File: config.mk
export PLATFORM = sky130hd
export DESIGN_NAME = mcu_spi_slave
export DESIGN_NICKNAME = d
export VERILOG_FILES = /design/src/rtl/mcu_spi_slave_pkg.sv /design/src/rtl/mcu_spi_slave_spi_input_sync.sv /design/src/rtl/mcu_spi_slave.sv
export SDC_FILE = /design/constraint.sdc
export NUM_CORES = 1
export LEC_CHECK = 0
export ABC_AREA = 0
export BUFFER_PORTS_ARGS = -buffer_cell sky130_fd_sc_hd__buf_2
export CORE_MARGIN = 2
export CORE_UTILIZATION = 30
export DETAILED_ROUTE_END_ITERATION = 10
export GPL_TIMING_DRIVEN = 0
export REMOVE_ABC_BUFFERS = 1
export SLEW_MARGIN = 5
export SYNTH_ARGS = -nofsm -noshare
export SYNTH_HDL_FRONTEND = slang
export SYNTH_HIERARCHICAL = 1
export SYNTH_SLANG_ARGS = --single-unit
File: constraint.sdc
create_clock -name clk -period 2.2 [get_ports clk]
set_clock_uncertainty 0.2 [all_clocks]
set_input_delay 0.66 -clock clk [delete_from_list [all_inputs] [get_ports clk]]
set_output_delay 0.66 -clock clk [all_outputs]
set_load 0.01 [all_outputs]
File: src/rtl/mcu_spi_slave_pkg.sv
// Shared constants and types for the MCU SPI slave front end.
package mcu_spi_slave_pkg;

   localparam int unsigned SPI_BITS = 8;
   localparam int unsigned BIT_CNT_W = $clog2(SPI_BITS);
   localparam int unsigned BYTE_CNT_W = 8;
   localparam logic [BYTE_CNT_W-1:0] BYTE_CNT_MAX = '1;

   // SCK edge on which MOSI is sampled; MISO shifts on the opposite edge
   typedef enum logic {
      EDGE_RISE = 1'b0,
      EDGE_FALL = 1'b1
   } edge_sel_e;

   localparam edge_sel_e MODE0_SAMPLE_EDGE = EDGE_RISE;

   typedef enum logic {
      ST_IDLE   = 1'b0,
      ST_ACTIVE = 1'b1
   } spi_state_e;

endpackage

File: src/rtl/mcu_spi_slave_spi_input_sync.sv
// Multi-stage synchroniser for one asynchronous SPI pin plus edge detector.
module spi_input_sync #(
   parameter int unsigned SYNC_STAGES = 2
) (
   input  logic clk,
   input  logic reset,
   input  logic pin,
   output logic level,
   output logic rise,
   output logic fall
);

   logic [SYNC_STAGES-1:0] sync_q;
   logic                   prev_q;

   // Shift the pin through the synchroniser and keep the previous settled value
   always_ff @(posedge clk) begin
      if (reset) begin
         sync_q <= '0;
         prev_q <= 1'b0;
      end else begin
         sync_q <= {sync_q[SYNC_STAGES-2:0], pin};
         prev_q <= sync_q[SYNC_STAGES-1];
      end
   end

   assign level = sync_q[SYNC_STAGES-1];
   assign rise  = level & ~prev_q;
   assign fall  = ~level & prev_q;

endmodule

File: src/rtl/mcu_spi_slave.sv
// SPI mode-0 slave: oversampled receive into bytes, one-byte-delayed response on MISO.
module mcu_spi_slave
   import mcu_spi_slave_pkg::*;
#(
   parameter int unsigned SYNC_STAGES = 2
) (
   input  logic                  clk,
   input  logic                  reset,
   input  logic                  spi_csn,
   input  logic                  spi_sck,
   input  logic                  spi_mosi,
   output logic                  spi_miso,
   output logic                  spi_miso_oe,
   output logic                  data_in_strobe,
   output logic                  data_in_start,
   output logic [SPI_BITS-1:0]   data_in,
   input  logic [SPI_BITS-1:0]   data_out,
   output logic                  frame_err,
   output logic [BYTE_CNT_W-1:0] byte_count
);

   logic csn_level, csn_rise, csn_fall;
   logic sck_level, sck_rise, sck_fall;
   logic mosi_level, mosi_rise, mosi_fall;

   spi_input_sync #(.SYNC_STAGES(SYNC_STAGES)) u_sync_csn (
      .clk(clk), .reset(reset), .pin(spi_csn),
      .level(csn_level), .rise(csn_rise), .fall(csn_fall)
   );

   spi_input_sync #(.SYNC_STAGES(SYNC_STAGES)) u_sync_sck (
      .clk(clk), .reset(reset), .pin(spi_sck),
      .level(sck_level), .rise(sck_rise), .fall(sck_fall)
   );

   spi_input_sync #(.SYNC_STAGES(SYNC_STAGES)) u_sync_mosi (
      .clk(clk), .reset(reset), .pin(spi_mosi),
      .level(mosi_level), .rise(mosi_rise), .fall(mosi_fall)
   );

   logic unused_sync;
   assign unused_sync = ^{sck_level, mosi_rise, mosi_fall};

   logic sample_edge, shift_edge;
   assign sample_edge = (MODE0_SAMPLE_EDGE == EDGE_RISE) ? sck_rise : sck_fall;
   assign shift_edge  = (MODE0_SAMPLE_EDGE == EDGE_RISE) ? sck_fall : sck_rise;

   spi_state_e state_q, state_d;

   logic [BIT_CNT_W-1:0]  bit_cnt_q, bit_cnt_d;
   logic [SPI_BITS-2:0]   rx_q, rx_d;
   logic [SPI_BITS-1:0]   tx_q, tx_d;
   logic                  first_q, first_d;
   logic                  armed_q, armed_d;
   logic                  load_pend_q, load_pend_d;
   logic [BYTE_CNT_W-1:0] byte_count_d;
   logic [SPI_BITS-1:0]   data_in_d;
   logic                  strobe_d, start_d, frame_err_d, oe_d;

   logic start_txn, end_txn, in_active;
   assign start_txn = (state_q == ST_IDLE) && csn_fall && armed_q;
   assign end_txn   = (state_q == ST_ACTIVE) && csn_rise;
   assign in_active = (state_q == ST_ACTIVE) && !csn_rise && !csn_fall;

   // State register
   always_ff @(posedge clk) begin
      if (reset) state_q <= ST_IDLE;
      else       state_q <= state_d;
   end

   // Next state: enter on an armed CSn fall, leave on CSn rise
   always_comb begin
      state_d = state_q;
      case (state_q)
         ST_IDLE:   if (start_txn) state_d = ST_ACTIVE;
         ST_ACTIVE: if (end_txn)   state_d = ST_IDLE;
         default:   state_d = ST_IDLE;
      endcase
   end

   // Next values of the datapath and registered outputs
   always_comb begin
      bit_cnt_d    = bit_cnt_q;
      rx_d         = rx_q;
      tx_d         = tx_q;
      first_d      = first_q;
      armed_d      = armed_q | csn_level;
      load_pend_d  = load_pend_q;
      byte_count_d = byte_count;
      data_in_d    = data_in;
      strobe_d     = 1'b0;
      start_d      = 1'b0;
      frame_err_d  = 1'b0;
      oe_d         = spi_miso_oe;

      if (start_txn) begin
         bit_cnt_d    = '0;
         first_d      = 1'b1;
         byte_count_d = '0;
         tx_d         = '0;
         load_pend_d  = 1'b0;
         oe_d         = 1'b1;
      end else if (end_txn) begin
         // A partial byte is dropped silently apart from the error pulse
         frame_err_d = (bit_cnt_q != '0);
         bit_cnt_d   = '0;
         load_pend_d = 1'b0;
         oe_d        = 1'b0;
      end else if (in_active) begin
         if (sample_edge) begin
            rx_d      = {rx_q[SPI_BITS-3:0], mosi_level};
            bit_cnt_d = bit_cnt_q + BIT_CNT_W'(1);
            if (bit_cnt_q == BIT_CNT_W'(SPI_BITS - 1)) begin
               data_in_d   = {rx_q, mosi_level};
               strobe_d    = 1'b1;
               start_d     = first_q;
               first_d     = 1'b0;
               load_pend_d = 1'b1;
               if (byte_count != BYTE_CNT_MAX)
                  byte_count_d = byte_count + BYTE_CNT_W'(1);
            end
         end
         if (shift_edge) begin
            if (load_pend_q) begin
               tx_d        = data_out;
               load_pend_d = 1'b0;
            end else begin
               tx_d = {tx_q[SPI_BITS-2:0], 1'b0};
            end
         end
      end
   end

   // Datapath and output registers
   always_ff @(posedge clk) begin
      if (reset) begin
         bit_cnt_q      <= '0;
         rx_q           <= '0;
         tx_q           <= '0;
         first_q        <= 1'b1;
         armed_q        <= 1'b0;
         load_pend_q    <= 1'b0;
         byte_count     <= '0;
         data_in        <= '0;
         data_in_strobe <= 1'b0;
         data_in_start  <= 1'b0;
         frame_err      <= 1'b0;
         spi_miso_oe    <= 1'b0;
      end else begin
         bit_cnt_q      <= bit_cnt_d;
         rx_q           <= rx_d;
         tx_q           <= tx_d;
         first_q        <= first_d;
         armed_q        <= armed_d;
         load_pend_q    <= load_pend_d;
         byte_count     <= byte_count_d;
         data_in        <= data_in_d;
         data_in_strobe <= strobe_d;
         data_in_start  <= start_d;
         frame_err      <= frame_err_d;
         spi_miso_oe    <= oe_d;
      end
   end

   assign spi_miso = tx_q[SPI_BITS-1];

endmodule

==> flow_metrics.env <==
export IMPL_grt_pass1_wl_mm=6.53
export IMPL_hold_ws_ps=240
export IMPL_n_fill_cell=761
export IMPL_min_to="data_in_start$_SDFF_PP0_"
export IMPL_p_sw_uw=323
export IMPL_final_layout_size_suffix_gt1_share_pct=21.1
export IMPL_outcome="complete, no violations"
export IMPL_rsz0062_at_grt="no"
export IMPL_maxCapViolations=0
export IMPL_core_area_um2=6830
export IMPL_clock_latency_ps=300
export IMPL_fin_total_pwr_mw=1.47
export IMPL_drt_wl_total_mm=3.90
export IMPL_syn_cell_area_um2=2120
export IMPL_first_pass_iters=4
export IMPL_cp_start_kind="flip-flop"
export IMPL_track_usage_pct=10.8
export IMPL_ff2ff_path_depth=4
export IMPL_cp_required_ps=2160
export IMPL_io_buffers=33
export IMPL_fmax_mhz=509
export IMPL_finalSetupViolCount=0
export IMPL_holdCritStartpoint="first_q$_SDFFE_PP1P_"
export IMPL_p_per_area_nw_per_um2=609
export IMPL_period_needed_ps=1960
export IMPL_htreeDepth=2
export IMPL_cts_sinks=50
export IMPL_drt_antenna_violating_nets=0
export IMPL_first_iter_violations=35
export IMPL_wl_per_cell_um=11.4
export IMPL_row_count=30
export IMPL_antenna_found_initial=0
export IMPL_num_vias=1600
export IMPL_dp_hpwl_mm=2.60
export IMPL_r2r_start="u_sync_csn/prev_q$_SDFF_PP0_"
export IMPL_hold_class="reg -> reg"
export IMPL_dp_cells=335
export IMPL_drc=0
export IMPL_cp_arrival_ps=1930
export IMPL_hold_buffers=0
export IMPL_stdcell_count=342
export IMPL_final_area_um2=2420
export IMPL_place_area_um2=2320
export IMPL_start_util_pct=31.1
export IMPL_p_sw_share_pct=21.9
export IMPL_design_die_area_um2=7770
export IMPL_synth_cells=219
export IMPL_maxSlewViolCount=0
export IMPL_p_int_mw=1.15
export IMPL_grt_overflow=0
export IMPL_pwr_share_clk_pct=35.1
export IMPL_io_pins=34
export IMPL_critPathLaunch="u_sync_csn/prev_q$_SDFF_PP0_"
export IMPL_clockBufferDepth=2
export IMPL_syn2layout_area_growth_pct=14.0
export IMPL_worstReg2RegEnd="byte_count[2]$_SDFFE_PP0P_"
export IMPL_hold_viol_final=0
export IMPL_finalSetupTns_ps=0
export IMPL_worstSetupPathType="reg -> reg"
export IMPL_seqPwrFrac_pct=62.1
export IMPL_clk_pin_slew_ps=90
export IMPL_viasPerCell=4.68
export IMPL_chipWidth_um=88.1
export IMPL_irDropWorstVdd_v=0.000340
export IMPL_r2r_setup_slack_ps=240
export IMPL_yosys_warnings=6
export IMPL_whs_path_depth=2
export IMPL_cellLeakagePower_nw=0.937
export IMPL_grt_start_max_net_pins=34
export IMPL_synth_area_per_cell_um2=9.70
export IMPL_gp_congestion=0.732
export IMPL_cts_buffers=5
export IMPL_cp_end_kind="flip-flop"
export IMPL_cts_tree="yes"
export IMPL_slew_headroom_pct=43.3
export IMPL_fin_crit_sh_pct=89.3
export IMPL_die_height_um=88.1
export IMPL_grt_pass1_vias=1411
export IMPL_combPwrFrac_pct=2.8
export IMPL_final_nets=263
export IMPL_worst_pin_slew_ps=849
export IMPL_antennaDiodeCount=0
export IMPL_crit_fanout=15
export IMPL_cts_root_buf="clkbuf_8"
cells in the final DEF (no fill, tap or decap), drive strengths merged, types with 3 or more instances in the layout:
cell     instances
a21oi           22
nand3b           4
inv              8
nor2            10
nor2b           14
mux2i            9
dfxtp           50
nand4            4
a2bb2oi          3
o21ai            5
a211oi          11
nand2b           6
nand2           27
buf             33
clkbuf           5
nor3             3
nand3            8
ha               4
worst max path at each step:
| stage | endpoint | slack [ps] | cells after the start |
|---|---|---|---|
| finish | byte_count[2]$_SDFFE_PP0P_ | 240 | 4 |
| global route | byte_count[2]$_SDFFE_PP0P_ | 10 | 4 |
| CTS | data_in[5]$_SDFFE_PP0P_ | 90 | 4 |
| detailed placement | data_in[5]$_SDFFE_PP0P_ | -190 | 4 |
| global placement | tx_q[0]$_SDFFE_PP0P_ | -840 | 4 |
| floorplan | tx_q[0]$_SDFFE_PP0P_ | -310 | 4 |
critical path, cell delays in order (launching register included):
cell	delay, ps
dfxtp_1	330
nor2b_1	430
nand3b_4	200
nand2b_1	540
nor3_1	130
stage by stage:
step | util (%) | setup WS (ps)
3_3_place_gp | 33.7 | -840
6_report | 35.4 | 235
4_1_cts | 35.2 | 94.4
2_1_floorplan | - | -306
5_1_grt | 35.4 | 12.9
3_5_place_dp | 33.9 | -187
final cells by class:
cell class                 count  area (um^2)  area share, %
clock buffer                   5         68.8           2.84
multi-input combinational    149         1030           42.4
clock inverter                 2         13.8          0.568
sequential                    50         1000           41.3
tap                           96          120           4.96
timing repair buffer          33          165           6.82
inverter                       7         26.3           1.09
sequential cells by signal, summed over array words and instances, names as in the netlist, 2 cells and up:
register	cells
u_sync_sck/sync_q	2
data_in	8
u_sync_csn/sync_q	2
u_sync_mosi/sync_q	2
tx_q	8
byte_count	8
bit_cnt_q	3
rx_q	7
power by group through the flow:
stage	clock (mW)	sequential (mW)	combinational [mW]
floorplan	0	0.936	0.0181
global placement	0	0.936	0.0400
detailed placement	0	0.936	0.0412
CTS	0.549	0.915	0.0416
global route	0.578	0.916	0.0472
finish	0.517	0.915	0.0417
per-layer routing:
metal,track usage [%],vias to the layer above,part of all wire (%)
met2,17.4,29,46
met3,3.39,6,5.2
li1,-,831,-
met5,0,-,0
met1,13.7,734,48
met4,3.72,0,1.0
what timing repair did:
action / in CTS / in global routing
setup buffers: 0 / 0
resized for setup: 2 / 3
setup endpoints to repair: 16 / 6
cloned: 0 / 0
(Power assumes the default switching activity.)
